==> src/rtl/seq_divider.sv <==
// Unsigned restoring divider, one quotient bit per clock.
// Responder side of the ALU start/done divide handshake.
module seq_divider #(
    parameter int BIT_WIDTH = 32
) (
    input  logic                 clk,
    input  logic                 reset,
    input  logic                 start,
    input  logic [BIT_WIDTH-1:0] dividend,
    input  logic [BIT_WIDTH-1:0] divisor,
    output logic [BIT_WIDTH-1:0] quotient,
    output logic [BIT_WIDTH-1:0] remainder,
    output logic                 done,
    output logic                 active
);

    localparam int CW = $clog2(BIT_WIDTH + 1);

    typedef enum logic [1:0] {
        IDLE = 2'd0,
        BUSY = 2'd1,
        DONE = 2'd2
    } state_t;

    state_t               state, state_n;
    logic [CW-1:0]        cnt, cnt_n;
    logic [BIT_WIDTH-1:0] p, p_n;
    logic [BIT_WIDTH-1:0] q, q_n;
    logic [BIT_WIDTH-1:0] dvs, dvs_n;
    logic [BIT_WIDTH-1:0] quo_n, rem_n;
    logic [BIT_WIDTH:0]   p_sh;
    logic [BIT_WIDTH-1:0] p_sub;
    logic                 fits;

    always_ff @(posedge clk or posedge reset) begin
        if (reset) begin
            state     <= IDLE;
            cnt       <= '0;
            p         <= '0;
            q         <= '0;
            dvs       <= '0;
            quotient  <= '0;
            remainder <= '0;
            done      <= 1'b0;
            active    <= 1'b0;
        end else begin
            state     <= state_n;
            cnt       <= cnt_n;
            p         <= p_n;
            q         <= q_n;
            dvs       <= dvs_n;
            quotient  <= quo_n;
            remainder <= rem_n;
            done      <= (state_n == DONE);
            active    <= (state_n == BUSY);
        end
    end

    // Partial remainder is one bit wider than the divisor so an MSB-set
    // divisor still compares correctly; the difference always fits in BIT_WIDTH.
    always_comb begin
        p_sh  = {p, q[BIT_WIDTH-1]};
        fits  = (p_sh >= {1'b0, dvs});
        p_sub = p_sh[BIT_WIDTH-1:0] - dvs;
    end

    always_comb begin
        state_n = state;
        cnt_n   = cnt;
        p_n     = p;
        q_n     = q;
        dvs_n   = dvs;
        quo_n   = quotient;
        rem_n   = remainder;
        unique case (state)
            IDLE: begin
                if (start) begin
                    dvs_n = divisor;
                    q_n   = dividend;
                    p_n   = '0;
                    if (divisor == '0) begin
                        state_n = DONE;
                        quo_n   = '1;
                        rem_n   = dividend;
                    end else begin
                        state_n = BUSY;
                        cnt_n   = CW'(BIT_WIDTH);
                    end
                end
            end
            BUSY: begin
                if (!start) begin
                    state_n = IDLE;
                end else begin
                    if (fits) begin
                        p_n = p_sub;
                        q_n = {q[BIT_WIDTH-2:0], 1'b1};
                    end else begin
                        p_n = p_sh[BIT_WIDTH-1:0];
                        q_n = {q[BIT_WIDTH-2:0], 1'b0};
                    end
                    cnt_n = cnt - CW'(1);
                    if (cnt == CW'(1)) begin
                        state_n = DONE;
                        quo_n   = q_n;
                        rem_n   = p_n;
                    end
                end
            end
            DONE: begin
                if (!start) state_n = IDLE;
            end
            default: state_n = IDLE;
        endcase
    end

endmodule

==> config.mk <==
export PLATFORM = sky130hd
export DESIGN_NAME = seq_divider
export DESIGN_NICKNAME = d
export VERILOG_FILES = /design/src/rtl/seq_divider.sv
export SDC_FILE = /design/constraint.sdc
export NUM_CORES = 1
export LEC_CHECK = 0
export ABC_CLOCK_PERIOD_IN_PS = 7800
export CORE_MARGIN = 4
export CORE_UTILIZATION = 35
export DETAILED_ROUTE_END_ITERATION = 8
export GPL_ROUTABILITY_DRIVEN = 0
export SYNTH_ARGS = -nofsm -noshare
export SYNTH_HDL_FRONTEND = slang
export SYNTH_SLANG_ARGS = --single-unit
==> constraint.sdc <==
create_clock -name clk -period 7.8 [get_ports clk]
set_input_delay 0.78 -clock clk [delete_from_list [all_inputs] [get_ports clk]]
set_output_delay 0.78 -clock clk [all_outputs]
set_load 0.005 [all_outputs]
==> Yosys cells after proc, flatten, opt, wreduce, memory -nomap -nowiden <==
Index checks and enable logic that the tools add are counted.
{ "word_totals": {"input_bits": 67, "out_inout_bits": 66, "regBits": 170} }
{ "classes": {"mux": 28, "order_cmp": 1, "n_addsub": 2, "n_eq_ne": 10, "reduce_logical": 7} }
{ "op_table": {"columns": ["cell", "n"], "rows": [
  ["32-bit two-way mux", 13],
  ["32-bit one-hot mux with 2 select lines", 4],
  ["33-bit by 32-bit greater-or-equal comparator with 1-bit output", 1],
  ["32-bit logical NOT", 1],
  ["32-bit subtractor", 1],
  ["6-bit two-way mux", 3],
  ["6-bit one-hot mux with 2 select lines", 1],
  ["2-bit two-way mux", 5],
  ["2-bit inequality test (second input constant)", 5],
  ["6-bit by 1-bit equality test with 1-bit output (second input constant)", 1],
  ["2-bit one-hot mux with 3 select lines", 1],
  ["6-bit by 1-bit subtractor with 6-bit output (second input constant)", 1],
  ["5-bit AND reduction", 1],
  ["2-bit by 1-bit equality test with 1-bit output (second input constant)", 2],
  ["2-bit equality test (second input constant)", 2],
  ["4-bit AND reduction", 1],
  ["3-bit AND reduction", 1],
  ["2-bit logical NOT", 1],
  ["2-bit AND reduction", 1],
  ["2-bit nonzero test", 1],
  ["1-bit two-way mux", 1]
]} }

==> Logic depth before layout (Yosys ltp) <==
Gate-level depths: netlist of run 1.
{ "depth": {"word_depth": 5, "ltp_mapped": 14} }

==> Worst setup path before layout of run 1 <==
OpenSTA, ideal clock, no wires.
{ "synth_timing": {"path_kind": "reg-to-reg", "startpoint": "reg q[31]", "endpoint": "reg remainder[30]", "path_stages_with_launch": 14, "t_required_ps": 7660, "synth_period_minus_slack_ps": 2833, "arrival_time_ps": 2693, "setup_slack_ps": 4967, "setup_time_ps": 140, "n_path_buf": 0, "path_cell_list": "dfrtp_1 inv_1 ha_1 inv_1 fa_1 a21oi_1 o211ai_1 o311a_1 o21ai_0 a21oi_1 nor4b_1 or3_1 mux2i_1 a21oi_1"} }
{ "synth_between": {"elab_chain_cells": 5, "word_cells_on_any_way": 6, "classes_between": "add/sub: 1; order compare: 1; mux: 4"} }
{ "synth_lines": {"columns": ["element", "line", "source"], "rows": [
  ["start: declaration", "28", "logic [BIT_WIDTH-1:0] q, q_n;"],
  ["start signal: assignment", "50", "q <= q_n;"],
  ["32-bit subtractor or 33-bit by 32-bit greater-or-equal comparator with 1-bit output (tied branches)", "64, 63", null],
  ["32-bit two-way mux *", "95", "if (fits) begin"],
  ["32-bit two-way mux *", "103", "if (cnt == CW'(1)) begin"],
  ["32-bit two-way mux *", "92", "if (!start) begin"],
  ["32-bit one-hot mux with 2 select lines *", "75", "unique case (state)"],
  ["end signal: assignment", "53", "remainder <= rem_n;"],
  ["end: declaration", "12", "output logic [BIT_WIDTH-1:0] remainder,"]
]} }
Mark *: on every way between the ends. The rest lies on a longest branch, timed or not. The select of a mux whose other input is x is not followed.
A chain may end at the register's enable or synchronous reset.

==> Final worst setup path of run 1 <==
{ "layout_timing": {"startpoint": "reg p[18]", "endpoint": "reg remainder[11]"} }
{ "layout_between": {"elab_chain_cells": 5} }
{ "layout_lines": {"columns": ["element", "line", "source"], "rows": [
  ["start: declaration", "27", "logic [BIT_WIDTH-1:0] p, p_n;"],
  ["start signal: assignment", "49", "p <= p_n;"],
  ["33-bit by 32-bit greater-or-equal comparator with 1-bit output", "63", "fits = (p_sh >= {1'b0, dvs});"],
  ["32-bit two-way mux", "95", null],
  ["32-bit two-way mux", "103", null],
  ["32-bit two-way mux", "92", null],
  ["32-bit one-hot mux with 2 select lines", "75", null]
]} }
Every way passes these cells. The select of a mux whose other input is x is not followed.

==> out/results.tsv, run 1 <==
metric	value	unit
sw frac	34.1	%
fin nets	1293	
global-route usage over all layers	19.4	%
Setup crit start kind	register	
highest metal used	met4	
FMAX	247	MHz
Longest Clk Path Bufs	2	
IO Pins	133	
Reg2Reg Setup Slack	3.74	ns
PortBufs	132	
clock-pin slew on the worst setup and hold paths	0.07	ns
CTS Sinks	170	
total gr overflow	0	
Clock Skew	0.0108	ns
setup ws final	3.74	ns
max incr delay on CP	0.56	ns
synth top area cells	dfrtp_1 46%, nand2_1 6.8%, nor2_1 6.2%	
H-tree depth	4	
Final Util	43.8	%
Avg Synthesized Cell Area	8.44	um2
fraction of layout cells with a size suffix above 1	4.82	%
Clock Latency Late Sink	0.44	ns
first-iteration detailed-routing DRC count	925	
WHS	0.495	ns
signal arrival time at the worst endpoint	4.36	ns
final wirelength	28500	um
Pins Over Slew Limit	0	
CTS tree	built	
Crit Path Category	reg -> reg	
Combinational Power Share	33.4	%
Setup TNS Final	0	ns
Top FF cell, synth	dfrtp_1	
first-pass GRT wire length	44000	um
internal power	2.12	mW
Post-DP Area	0.0109	mm2
vias in the first global route	7539	
post-synth net total	1207	
length of routed wiring on met1	14000	um
Net Sw Power	1.10	mW
commonest cells in the netlist	170 x dfrtp_1, 169 x nand2_1, 153 x nor2_1	
period utilisation layout	52.0	%
drt first pass iters	6	
Seq cells post-synth	170	
Num CTS Buffers	17	
Core Box Area	0.0261	mm2
post_cts resized	0	
Post-synth ARST share	100	%
Post-synth EDFFs	0	
Total Power	3.22	mW
CP max FO	35	
post-synth top area cell	dfrtp_1	
post-synthesis cell area	0.00933	mm2
largest delay contributor family on the critical path	compound AO/OA/AOI/OAI gates	
# diodes	0	
DR vias/cell	5.38	
post-route ant nets	0	
count leader, synth	dfrtp_1	
Cell Pwr Density	281	mW/mm2
final hold vios	0	
Final Cell Area	0.0114	mm2
Slowest cell on crit path	o21ai_2	
Crit path top cell by count	o21ai_2	
Detailed Place HPWL	20700	um
Mapped Cells	1105	
Routed WL per cell	18.5	um
CP cell instances	ha_1 > o21ai_0 > o21ai_2 > a21oi_2 > a311oi_1 > o21ai_2 > o21ai_2 > and2_1 > buf_4 > mux2i_1 > o221ai_1	
largest net degree at the start of global routing	98	
area delta synth->final	22.6	%
worst slack, placed	3.47	ns
post-synth top area share	45.6	%
CP required	8.10	ns
Die Footprint	0.0293	mm2
Clock Power Share	26.4	%
slew at the pin with the worst max-slew slack	1.07	ns
Cell Count, Final, Fillers Out	1539	
leakage power	4.95	nW
routed via count	8281	
max-slew headroom at the worst pin	28.7	%
initial antenna violation count	0	
max-cap viol count	0	
Post-CTS Setup Inserts	0	
FP Rows	59	
Initial Utilization	35.7	%
hold buffer count at CTS	0	
outcome	completed	
Cells after DPL	1507	
Worst Setup End Kind	register	
Tmin final	4.06	ns
worst path bufs/invs	1	
Peak VDD IR	0.107	mV
metal2 WL	12000	um
CTS root buf	clkbuf_16	
die width	171	um
sequential share of power	40.1	%
post-synthesis cell type count	59	
RSZ-0062 raised after global routing	false	
Hold Crit Class	reg -> reg	
post-synthesis sequential area ratio	45.6	%
# setup viols final	0	
die height	171	um
Yosys Warn Count	0	
met3 wire len	2070	um
Remaining DRCs	0	
==> registers in the layout, summed over array words and instances (netlist names), 2 cells and up <==
name       count
state          2
dvs           32
remainder     32
q             32
quotient      32
cnt            6
p             32
==> power by group through the flow <==
| stage | registers [mW] | clock network (mW) | logic, mW |
|---|---|---|---|
| 2_1_floorplan | 1.27 | 0 | 0.536 |
| 3_3_place_gp | 1.31 | 0 | 1.06 |
| 3_5_place_dp | 1.31 | 0 | 1.07 |
| 4_1_cts | 1.29 | 0.863 | 1.08 |
| 5_1_grt | 1.32 | 0.899 | 1.19 |
| 6_report | 1.29 | 0.851 | 1.08 |
==> cells by family (layout without fill, tap and decap cells) <==
kind of cell / after synthesis / count (layout) / share of synthesized area (%)
simple gates: 418 / 418 / 18.9
compound gates: 317 / 317 / 21.1
flops: 170 / 170 / 45.6
buf+inv: 121 / 220 / 5.30
fa+ha+maj: 35 / 35 / 4.77
xor+xnor: 28 / 28 / 2.63
mux: 16 / 16 / 1.73
==> worst reg2reg max path: stages, from the launching register on <==
cell and delay (ns):
dfrtp_1 0.43, ha_1 0.48, o21ai_0 0.15, o21ai_2 0.20
a21oi_2 0.12, a311oi_1 0.36, o21ai_2 0.16, o21ai_2 0.56
and2_1 0.35, buf_4 0.46, mux2i_1 0.44, o221ai_1 0.18
==> cell usage in the layout, fill, tap and decap left out, types with 10 or more instances in the layout <==
cell,n
nor3_1,10
mux2i_1,15
a31oi_1,60
clkdlybuf4s50_1,132
nor2_1,152
ha_1,34
dfrtp_1,170
nand3_1,33
nand2_1,169
a41oi_1,10
nor4_1,11
xor2_1,10
inv_1,47
o21ai_0,76
or3_1,10
xnor2_1,18
clkbuf_16,17
a21oi_1,85
a21o_1,19
o31ai_1,14
==> cell type report <==
class	instances	area [um2]
Inverter	48	185
Tap cell	335	419
Clock buffer	20	457
Timing Repair Buffer	140	1380
Multi-Input combinational cell	814	4620
Clock inverter	12	121
Sequential cell	170	4250
Fill cell	2630	14700
==> path summary, 6_finish.rpt <==
check | startpoint | to | cells past startpoint
max | p[18]$_DFFE_PP0P_ | remainder[11]$_DFFE_PP0P_ | 11
min | p[31]$_DFFE_PP0P_ | p[31]$_DFFE_PP0P_ | 2
max reg2reg | p[18]$_DFFE_PP0P_ | remainder[11]$_DFFE_PP0P_ | 11
min reg2reg | p[31]$_DFFE_PP0P_ | p[31]$_DFFE_PP0P_ | 2
max in group asynchronous | reset | dvs[22]$_DFFE_PP0P_ | 3
min in group asynchronous | reset | quotient[28]$_DFFE_PP0P_ | 2
==> layer usage <==
metal / GRT usage (%) / up-vias
met5: 0 / -
met4: 4.82 / 0
met3: 3.47 / 26
met2: 28.0 / 316
met1: 29.9 / 3899
li1: - / 4040
No activity file was read; power rests on OpenSTA's default activity.
==> inputs of run 2 (changes only) <==
- ABC_CLOCK_PERIOD_IN_PS: 7800 -> 3850
- clock period: 7.8 -> 3.85 ns (I/O delays scaled with it)
==> out/results.tsv, run 2 (same netlist as run 1, synthesis figures left out) <==
metric	value	unit	change
outcome	completed		unchanged
H-tree depth	4		unchanged
sw frac	33.9	%	was 34.1%
drt first pass iters	6		unchanged
CTS tree	built		unchanged
Num CTS Buffers	17		unchanged
leakage power	5.00	nW	was 4.95 nW
first-iteration detailed-routing DRC count	890		was 925
Clock Skew	0.0133	ns	was 0.0108 ns
post-route ant nets	0		unchanged
Crit Path Category	reg -> reg		unchanged
largest delay contributor family on the critical path	compound AO/OA/AOI/OAI gates		unchanged
Longest Clk Path Bufs	2		unchanged
Total Power	6.46	mW	was 3.22 mW
Initial Utilization	35.7	%	unchanged
global-route usage over all layers	19.4	%	about the same
Final Cell Area	0.0116	mm2	was 0.0114 mm2
area used by multi-input combinational logic	0.00462	mm2	unchanged
Setup TNS Final	0	ns	unchanged
CTS Sinks	170		unchanged
Post-DP Area	0.0110	mm2	was 0.0109 mm2
most frequent cells in the layout	170 x dfrtp_1, 169 x nand2_1, 152 x nor2_1, 132 x clkdlybuf4s50_1, 85 x a21oi_1		unchanged
# setup viols final	0		unchanged
first-pass GRT wire length	44300	um	was 44000 um
final wirelength	28600	um	was 28500 um
slew at the pin with the worst max-slew slack	1.01	ns	was 1.07 ns
largest net degree at the start of global routing	72		was 98
setup ws final	0.316	ns	was 3.74 ns
Routed WL per cell	18.5	um	about the same
CP max FO	3		was 35
Clock Latency Late Sink	0.44	ns	about the same
Combinational Power Share	34.1	%	was 33.4%
CP cell instances	inv_1 > ha_1 > inv_1 > fa_1 > a21oi_1 > o211ai_1 > o311a_1 > o21ai_1 > a21oi_1 > nor4b_1 > or3_1 > mux2i_1 > o21ai_0		was ha_1 > o21ai_0 > o21ai_2 > a21oi_2 > a311oi_1 > o21ai_2 > o21ai_2 > and2_1 > buf_4 > mux2i_1 > o221ai_1
area delta synth->final	23.8	%	was 22.6%
clock-pin slew on the worst setup and hold paths	0.07	ns	about the same
length of routed wiring on met1	14100	um	was 14000 um
highest metal used	met4		unchanged
Core Box Area	0.0261	mm2	unchanged
signal arrival time at the worst endpoint	3.83	ns	was 4.36 ns
RSZ-0062 raised after global routing	false		unchanged
die height	171	um	unchanged
max-cap viol count	0		unchanged
internal power	4.27	mW	was 2.12 mW
fraction of layout cells with a size suffix above 1	5.53	%	was 4.82%
Cell Pwr Density	559	mW/mm2	was 281 mW/mm2
worst path bufs/invs	2		was 1
Worst Setup End Kind	register		unchanged
fin nets	1302		was 1293
sequential share of power	40.6	%	was 40.1%
Slowest cell on crit path	dfrtp_1		was o21ai_2
Hold Crit Class	in -> async		was reg -> reg
FF-to-FF Start	q[31]$_DFFE_PP0P_		was p[18]$_DFFE_PP0P_
CP required	4.15	ns	was 8.10 ns
Tmin final	3.53	ns	was 4.06 ns
CTS root buf	clkbuf_16		unchanged
DR vias/cell	5.41		was 5.38
Detailed Place HPWL	21600	um	was 20700 um
Setup crit start kind	register		unchanged
die width	171	um	unchanged
crit path from	q[31]$_DFFE_PP0P_		was p[18]$_DFFE_PP0P_
Pins Over Slew Limit	0		unchanged
sequential cell area	0.00425	mm2	unchanged
final hold vios	0		unchanged
commonest non-fill, non-tap cell in the layout	dfrtp_1		unchanged
Remaining DRCs	0		unchanged
period utilisation layout	91.8	%	was 52.0%
routed via count	8380		was 8281
total gr overflow	0		unchanged
max incr delay on CP	0.44	ns	was 0.56 ns
Clock Power Share	25.3	%	was 26.4%
PortBufs	132		unchanged
Post-CTS Setup Inserts	0		unchanged
vias in the first global route	7690		was 7539
hold buffer count at CTS	0		unchanged
initial antenna violation count	0		unchanged
FILL cells	2668		was 2630
Die Footprint	0.0293	mm2	unchanged
Net Sw Power	2.19	mW	was 1.10 mW
FP Rows	59		unchanged
metal2 WL	12000	um	about the same
IO Pins	133		unchanged
met3 wire len	2050	um	was 2070 um
worst slack, placed	0.0915	ns	was 3.47 ns
Peak VDD IR	0.263	mV	was 0.107 mV
FMAX	283	MHz	was 247 MHz
max-slew headroom at the worst pin	32.2	%	was 28.7%
[run 2: final timing paths]
check | endpoint | cells past startpoint | slack [ns]
max | p[30]$_DFFE_PP0P_ | 13 | 0.32
min | quotient[29]$_DFFE_PP0P_ | 2 | 0.42
max reg2reg | p[30]$_DFFE_PP0P_ | 13 | 0.32
min reg2reg | p[31]$_DFFE_PP0P_ | 2 | 0.49
max in group asynchronous | p[26]$_DFFE_PP0P_ | 3 | 2.61
min in group clk | p[31]$_DFFE_PP0P_ | 2 | 0.49
[run 2: power groups by stage]
| stage | clock, mW | combinational (mW) | sequential (mW) |
|---|---|---|---|
| CTS | 1.66 | 2.21 | 2.63 |
| finish | 1.64 | 2.20 | 2.62 |
| floorplan | 0 | 1.09 | 2.58 |
| detailed placement | 0 | 2.20 | 2.66 |
| global placement | 0 | 2.17 | 2.66 |
| global route | 1.73 | 2.43 | 2.68 |
[run 2: timing repair]
item | in CTS | in global routing
hold endpoints to repair | 0 | 0
gates resized for setup | 0 | 1
endpoints found under the setup margin | 0 | 2
[run 2: cell type report]
class	count	share of cell area [%]
multi-input combinational	814	40.0
sequential	170	36.8
timing repair buffer	149	13.2
clock buffer	18	3.80
tap	335	3.63
inverter	48	1.59
clock inverter	13	0.953
antenna	1	0.0217
[run 2: through the flow]
step | util, % | std cells | hold slack [ns]
2_1_floorplan | - | 1105 | 0.441
3_3_place_gp | 42.1 | 1516 | 0.467
3_5_place_dp | 42.1 | 1516 | 0.466
4_1_cts | 44.2 | 1547 | 0.441
5_1_grt | 44.2 | 1547 | 0.471
6_report | 44.2 | 1548 | 0.423
[run 2: routing by layer]
layer	GRT usage (%)	vias up
met2	28.4	316
met1	29.8	3970
li1	-	4068
met3	3.42	26
met5	0	-
met4	4.68	0
